`src/rtl/stack_pkg.sv`:
```
// stack_pkg: shared helpers and error-mode constants for the stack controller
package stack_pkg;
  localparam int ERR_STICKY = 0;
  localparam int ERR_DYNAMIC = 1;
  function automatic int clog2(input int v);
    int r;
    r = 0;
    for (int i = 0; i < 31; i++) if ((1 << i) < v) r = i + 1;
    return r;
  endfunction
endpackage

```
`src/rtl/stack_ctl_sp.sv`:
```
// stack_ctl_sp: LIFO controller driving a single-port flop RAM with occupancy and status flags
module stack_ctl_sp
  import stack_pkg::*;
#(
  parameter int depth = 8,
  parameter int ae_level = 1,
  parameter int af_level = 1,
  parameter int err_mode = ERR_STICKY,
  localparam int AW = clog2(depth)
) (
  input  logic          clk,
  input  logic          rst_n,
  input  logic          push_req_n,
  input  logic          pop_req_n,
  output logic          ram_cs_n,
  output logic          ram_wr_n,
  output logic [AW-1:0] rw_addr,
  output logic [AW:0]   count,
  output logic          empty,
  output logic          almost_empty,
  output logic          almost_full,
  output logic          full,
  output logic          error
);
  if (depth < 2 || depth > 256) begin : g_bad_depth
    $error("stack_ctl_sp: depth out of range");
  end
  if (ae_level < 1 || ae_level > depth - 1) begin : g_bad_ae
    $error("stack_ctl_sp: ae_level out of range");
  end
  if (af_level < 1 || af_level > depth - 1) begin : g_bad_af
    $error("stack_ctl_sp: af_level out of range");
  end
  if (err_mode != ERR_STICKY && err_mode != ERR_DYNAMIC) begin : g_bad_err
    $error("stack_ctl_sp: err_mode out of range");
  end
  localparam logic [AW:0] FULL_CNT = (AW+1)'(depth);
  localparam logic [AW:0] AE_CNT = (AW+1)'(ae_level);
  localparam logic [AW:0] AF_CNT = (AW+1)'(depth - af_level);
  logic [AW:0] cnt, cnt_m1;
  logic push, pop, is_empty, is_full, bad, do_push, do_pop;
  always_comb begin
    push = !push_req_n;
    pop = !pop_req_n;
    is_empty = cnt == '0;
    is_full = cnt == FULL_CNT;
    cnt_m1 = cnt - 1'b1;
    bad = (push && pop) || (push && is_full) || (pop && is_empty);
    do_push = push && !pop && !is_full;
    do_pop = pop && !push && !is_empty;
    ram_cs_n = !do_push && is_empty;
    // the write strobe is masked during reset so a push in that cycle never lands
    ram_wr_n = !(do_push && rst_n);
    rw_addr = do_push ? cnt[AW-1:0] : is_empty ? '0 : cnt_m1[AW-1:0];
  end
  always_ff @(posedge clk) begin
    if (!rst_n) begin
      cnt <= '0;
      error <= 1'b0;
    end else begin
      cnt <= do_push ? cnt + 1'b1 : do_pop ? cnt_m1 : cnt;
      error <= (err_mode == ERR_DYNAMIC) ? bad : (error || bad);
    end
  end
  assign count = cnt;
  assign empty = cnt == '0;
  assign almost_empty = cnt <= AE_CNT;
  assign almost_full = cnt >= AF_CNT;
  assign full = cnt == FULL_CNT;
endmodule

```
`config.mk`:
```
export PLATFORM = sky130hd
export DESIGN_NAME = stack_ctl_sp
export DESIGN_NICKNAME = d
export VERILOG_FILES = /design/src/rtl/stack_pkg.sv /design/src/rtl/stack_ctl_sp.sv
export SDC_FILE = /design/constraint.sdc
export NUM_CORES = 1
export LEC_CHECK = 0
export CORE_AREA = 4 4 41 43
export CTS_CLUSTER_SIZE = 16
export DETAILED_ROUTE_END_ITERATION = 10
export DIE_AREA = 0 0 45 47
export PLACE_DENSITY = 0.75
export RECOVER_POWER = 50
export SLEW_MARGIN = 10
export SYNTH_ARGS = -nofsm -noshare
export SYNTH_HDL_FRONTEND = slang
export SYNTH_SLANG_ARGS = --single-unit
```
`constraint.sdc`:
```
create_clock -name clk -period 2.1 [get_ports clk]
set_clock_uncertainty 0.1 [all_clocks]
set_input_delay 0.42 -clock clk [delete_from_list [all_inputs] [get_ports clk]]
set_output_delay 0.42 -clock clk [all_outputs]
set_load 0.03 [all_outputs]
```
==> out/results.ini, run 1 <==
[floorplan]
die_area_mm2 = 0.00212
core_mm2 = 0.00130
ios = 18
die_h_um = 47
rows = 13
die_w_um = 45
initial_core_util = 0.341

[cts]
path_clk_slew_ns = 0.05
cts.sinks = 5
cts.root.buffer_cell = clkbuf_4
worstSkewPairLatency_ns = 0.25
cts.path.max_buffers = 2
cts_max_level = 1
cts-buffers-inserted = 3
cts_tree = built

[timing]
fmax_ghz = 0.481
fin_crit_sh = 0.989
hold_ws_ns = 0.365
worstMarginPinSlew_ns = 0.370
min_period_ns = 2.08
hold_viol_final = 0
slew_violations = 0
rsz0062_at_grt = true
slew_headroom = 0.755
setup_viol = 0

[final_layout]
multi_input_area_um2 = 369
fin_nets = 99
design_area_um2 = 810
syn_to_final_growth_pct = 82.3
instances_no_fill = 105
post-route-util = 0.622
regArea_um2 = 108
nFillCells = 107
antenna_cells = 0
drive_above_1_share = 0.456

[global_routing]
grt_pass1_vias = 524
gr-total-overflow = 0
grt_pass1_wl_mm = 2.16
antenna_found_initial = 0
grt_usage = 0.143
grt_max_degree = 9

[critical_path]
crit_path_max_fanout = 4
ff2ff_path_depth = 7
crit_required_ns = 1.58
worstSetupPathType = reg -> out
slowest_stage = dfxtp_4
crit_path_end_kind = output pin
r2r_end = count[2]$_SDFFE_PN0P_
critical_path.max_stage_delay_ns = 0.37
arrival_ns = 1.56
worstPathCellList = inv_4 -> ha_4 -> and3b_4 -> or2_4 -> nand3_4 -> o21ai_4 -> buf_6
r2r_slack_ns = 0.37
reg2reg_from = count[0]$_SDFFE_PN0P_
startpoint_type = flip-flop

[detailed_routing]
drt-total-wl_mm = 1.27
drcViolationCount = 0
drtIter0Drc = 5
post_drt_wl_per_cell_um = 12.1
via_per_inst = 5.13
dr.pass1.iters = 4
vias = 539
ant_nets = 0

[synth]
synth_top_area_frac = 0.225
syn_area_per_cell_um2 = 7.93
synth_top_area_cell = dfxtp_1
syn_area_um2 = 444
synthesis.nets = 64
synth.distinct_cells = 26
synthCells = 56
yosys_warnings = 0
synth-seq-cells = 5
yosys-top-cells-area = dfxtp_1, ha_1, nand2b_1
yosysSeqAreaShare = 0.225

[worst_hold_path]
min_from = error$_SDFF_PN0_
hold-path-cell-count = 1
hp-class = reg -> reg
hold_end = error$_SDFF_PN0_

[power_and_ir_drop]
p_leak_nw = 0.391
ir_drop_mv = 0.491
finalPower_mw = 0.667
p_per_area_mw_per_mm2 = 824

[placed_design]
place_area_um2 = 693
place_congestion = 0.778
dp_cells = 96
dp_hpwl_um = 882
portBuffers = 17

[flow_run]
maxCapViolations = 0

[run_status]
status = finished clean

-- worst max-delay path, delay by kind of cell, from the launching register on --
kind                       cells  cell delay [ns]
AOI/OAI and AO/OA              1             0.05
adders and majority gates      1             0.15
buffers and inverters          2             0.18
DFF                            1             0.37
and+or+nand+nor                3             0.54
-- metrics by stage --
stage          TNS [ns]  setup slack, ns
5_1_grt         -0.0450          -0.0373
2_1_floorplan   -0.0911          -0.0320
6_report              0           0.0230
4_1_cts               0         0.000916
3_5_place_dp     -0.102          -0.0587
3_3_place_gp    -0.0617          -0.0387
-- repair_timing --
action,in CTS,in global routing
hold buffers,0,0
pin swaps,3,3
resized for setup,10,11
endpoints found under the setup margin,5,7
setup buffers,5,0
-- flip-flops by register name, summed over array words and instances, names as in the netlist --
| signal | flops |
|---|---|
| error | 1 |
| count | 4 |
-- area by class of cell --
class                   instances  share of cell area
clock buffers                   4              0.0325
inverters                       3              0.0201
repair buffers                 31               0.335
multi-input cells              47               0.456
flip-flops and latches          5               0.133
well taps                      15              0.0232
-- metal layers --
| layer | global-route usage | vias to the layer above | part of all wire |
|---|---|---|---|
| li1 | - | 264 | - |
| met1 | 0.149 | 254 | 0.43 |
| met2 | 0.260 | 19 | 0.52 |
| met3 | 0.0651 | 2 | 0.042 |
| met4 | 0.0351 | 0 | 0.0086 |
| met5 | 0 | - | 0 |
-- how the worst max path moves through the flow --
stage                               start    endpoint  slack, ns
finish              count[0]$_SDFFE_PN0P_  rw_addr[0]       0.02
global route        count[0]$_SDFFE_PN0P_  rw_addr[0]      -0.04
CTS                             pop_req_n  rw_addr[2]     0.0009
detailed placement             push_req_n  rw_addr[0]      -0.06
global placement               push_req_n  rw_addr[0]      -0.04
floorplan           count[0]$_SDFFE_PN0P_  rw_addr[0]      -0.03
-- power breakdown --
| group | switching [mW] | total (mW) | internal [mW] |
|---|---|---|---|
| clock | 0.0439 | 0.116 | 0.0721 |
| sequential | 0.0187 | 0.128 | 0.109 |
| combinational | 0.230 | 0.423 | 0.193 |
-- Yosys cell counts --
cell / count
a21boi_1: 1
a21o_1: 1
a21oi_1: 1
a22oi_1: 1
a22oi_2: 1
a2bb2oi_2: 1
and3_1: 1
and3b_4: 1
buf_4: 1
dfxtp_1: 5
ha_1: 4
inv_1: 2
inv_2: 1
mux2i_1: 2
nand2_1: 7
nand2b_1: 6
nand3_1: 4
nor2_1: 2
nor2_2: 2
nor3_1: 2
o211ai_1: 1
o21a_1: 2
o21ai_0: 4
o21ai_1: 1
or2_4: 1
or3b_4: 1
-- kinds of logic after synthesis --
logic type	synth area share
AO/OA/AOI/OAI	0.231
adder cells (fa/ha/maj)	0.113
buffers and inverters	0.0423
flip-flops	0.225
multiplexers	0.0451
AND/OR/NAND/NOR	0.344
-- cells in the final DEF, fill, tap and decap left out, types with 2 or more instances in the layout --
cell type | synthesis | layout
ha_1 | 4 | 3
dfxtp_4 | 0 | 2
buf_4 | 1 | 17
clkdlybuf4s50_1 | 0 | 4
clkbuf_1 | 0 | 2
nand2b_1 | 6 | 5
buf_6 | 0 | 5
nand2_1 | 7 | 7
dfxtp_1 | 5 | 3
nor2_2 | 2 | 2
dlymetal6s2s_1 | 0 | 2
o21a_1 | 2 | 2
o21ai_0 | 4 | 2
mux2i_1 | 2 | 2
clkbuf_4 | 0 | 3
nand3_1 | 4 | 3
nor3_1 | 2 | 2
inv_4 | 0 | 2
a22oi_1 | 1 | 2
Note: power is estimated with default switching activity, not from simulation.
==> run 2: changes to the inputs <==
- CORE_AREA: 4 4 41 43 -> 2 2 39 41
- DIE_AREA: 0 0 45 47 -> 0 0 41 43
==> run 2 against run 1 <==
Net effect: critical path depth did not move; register-to-register slack improved by 0.06 ns; worst hold slack got worse by 0.00058 ns; final cell count fell by 0.95%; maximum frequency rose by 1.2%; die area fell by 17%; clock power fell by 4%; global-route usage rose by 1.6 points; via count fell by 5.8%; sequential share of layout area rose by 0.32 points; non-clock buffer count fell by 2.
==> out/results.ini, run 2 (same netlist as run 1, synthesis figures left out) <==
[flow_run]
maxCapViolations = 0  ; unchanged

[floorplan]
die_area_mm2 = 0.00176  ; was 0.00212 mm²
rows = 14  ; was 13
initial_core_util = 0.321  ; was 0.341
die_w_um = 41  ; was 45 µm
die_h_um = 43  ; was 47 µm
ios = 18  ; unchanged
core_mm2 = 0.00138  ; was 0.00130 mm²

[critical_path]
slowest_stage = dfxtp_4  ; unchanged
worstPathCellList = inv_2 -> ha_2 -> and3b_4 -> or2_4 -> nand3_4 -> o21ai_4 -> buf_6  ; was inv_4 -> ha_4 -> and3b_4 -> or2_4 -> nand3_4 -> o21ai_4 -> buf_6
arrival_ns = 1.53  ; was 1.56 ns
crit_path_end_kind = output pin  ; unchanged
startpoint_type = flip-flop  ; unchanged
path_buf_inv = 2  ; unchanged
crit_family = simple AND/OR/NAND/NOR gates  ; unchanged
crit_path_max_fanout = 4  ; unchanged
critical_path.max_stage_delay_ns = 0.34  ; was 0.37 ns
worstSetupPathType = reg -> out  ; unchanged
crit_required_ns = 1.58  ; about the same

[worst_hold_path]
hp-class = reg -> reg  ; unchanged

[cts]
cts_hold_buf = 0  ; unchanged
cts.root.buffer_cell = clkbuf_4  ; unchanged
cts.path.max_buffers = 2  ; unchanged
worstSkewPairLatency_ns = 0.24  ; was 0.25 ns
cts_tree = built  ; unchanged
cts_max_level = 1  ; unchanged
cts-buffers-inserted = 3  ; unchanged
path_clk_slew_ns = 0.04  ; was 0.05 ns
cts.sinks = 5  ; unchanged

[timing]
slew_headroom = 0.786  ; was 0.755
hold_ws_ns = 0.364  ; was 0.365 ns
setup_viol = 0  ; unchanged
worstMarginPinSlew_ns = 0.319  ; was 0.370 ns
fmax_ghz = 0.487  ; was 0.481 GHz
min_period_ns = 2.05  ; was 2.08 ns
slew_violations = 0  ; unchanged
fin_crit_sh = 0.977  ; was 0.989
rsz0062_at_grt = true  ; unchanged
hold_viol_final = 0  ; unchanged
setup_ws_ns = 0.0482  ; was 0.0230 ns

[final_layout]
largest_reg_flops = 4  ; unchanged
drive_above_1_share = 0.455  ; was 0.456
syn_to_final_growth_pct = 73.8  ; was 82.3%
final_cell_mix = buf_4, nand2_1, nand2b_1, clkdlybuf4s50_1  ; was buf_4, nand2_1, nand2b_1, buf_6, clkdlybuf4s50_1
layout_commonest_cell = buf_4  ; unchanged
fin_nets = 97  ; was 99
post-route-util = 0.558  ; was 0.622
instances_no_fill = 104  ; was 105
nFillCells = 134  ; was 107
antenna_cells = 0  ; unchanged

[detailed_routing]
drtIter0Drc = 4  ; was 5
ant_nets = 0  ; unchanged
vias = 508  ; was 539
post_drt_wl_per_cell_um = 11.1  ; was 12.1 µm
via_per_inst = 4.88  ; was 5.13
drt-total-wl_mm = 1.16  ; was 1.27 mm
dr.pass1.iters = 4  ; unchanged
drcViolationCount = 0  ; unchanged

[power_and_ir_drop]
p_per_area_mw_per_mm2 = 816  ; was 824 mW/mm²
ir_drop_mv = 0.361  ; was 0.491 mV
p_leak_nw = 0.367  ; was 0.391 nW

[placed_design]
dp_hpwl_um = 838  ; was 882 µm
dp_cells = 98  ; was 96
portBuffers = 17  ; unchanged
place_congestion = 0.725  ; was 0.778
dp_slack_ns = -0.0820  ; was -0.0587 ns

[global_routing]
grt_max_degree = 9  ; unchanged
grt_pass1_vias = 451  ; was 524
grt.busiest_layer = met2  ; unchanged
gr-total-overflow = 0  ; unchanged
gr-usage-met1 = 0.193  ; was 0.149
grt_usage = 0.159  ; was 0.143
grt_pass1_wl_mm = 1.90  ; was 2.16 mm
grt_use_met3 = 0.0785  ; was 0.0651
grtUsageMet2 = 0.250  ; was 0.260
antenna_found_initial = 0  ; unchanged

[run_status]
status = finished clean  ; unchanged

## run 2: final timing paths
| check | startpoint | to | slack, ns | cells past startpoint |
|---|---|---|---|---|
| worst min register to register | error$_SDFF_PN0_ | error$_SDFF_PN0_ | 0.36 | 1 |
| worst max register to register | count[0]$_SDFFE_PN0P_ | count[3]$_SDFFE_PN0P_ | 0.43 | 7 |
| worst min-delay path | error$_SDFF_PN0_ | error$_SDFF_PN0_ | 0.36 | 1 |
| worst max-delay path | count[1]$_SDFFE_PN0P_ | rw_addr[0] | 0.05 | 7 |
## run 2: routing by layer
| metal | vias to the layer above | part of all wire |
|---|---|---|
| li1 | 261 | - |
| met1 | 234 | 0.42 |
| met2 | 13 | 0.52 |
| met3 | 0 | 0.051 |
| met4 | 0 | 0 |
| met5 | - | 0 |
## run 2: cell type report
cell class,instances,area [µm²],share of cell area
timing repair buffer,29,245,0.318
clock buffer,4,26.3,0.0340
multi-input combinational,47,364,0.472
inverter,3,11.3,0.0146
tap,16,20.0,0.0259
sequential,5,105,0.136
## run 2: where the power goes
| part | internal [mW] | leakage (nW) | switching, mW |
|---|---|---|---|
| sequential | 0.109 | 0.0421 | 0.0138 |
| clock | 0.0718 | 0.0150 | 0.0392 |
| combinational | 0.174 | 0.310 | 0.223 |
## run 2: worst reg2reg max path, stage by stage, from the launching register on
cell       delay (ns)
dfxtp_2          0.32
inv_2            0.07
ha_1             0.16
or3b_4           0.43
inv_2            0.09
nor2_1           0.08
a2bb2oi_1        0.16
mux2i_1          0.18
## run 2: repair_timing
item / 4_1_cts / 5_1_grt
endpoints found under the setup margin: 5 / 6
hold endpoints to repair: 0 / 0
pin swaps: 2 / 3
gates resized for setup: 9 / 5
buffers inserted: 2 / 0
## run 2: stage by stage
| step | total power, mW | instance area, µm² | TNS (ns) |
|---|---|---|---|
| 2_1_floorplan | 0.366 | 464 | -0.0911 |
| 3_3_place_gp | 0.494 | 702 | -0.0981 |
| 3_5_place_dp | 0.497 | 702 | -0.138 |
| 4_1_cts | 0.631 | 767 | 0 |
| 5_1_grt | 0.685 | 772 | -0.0261 |
| 6_report | 0.630 | 772 | 0 |
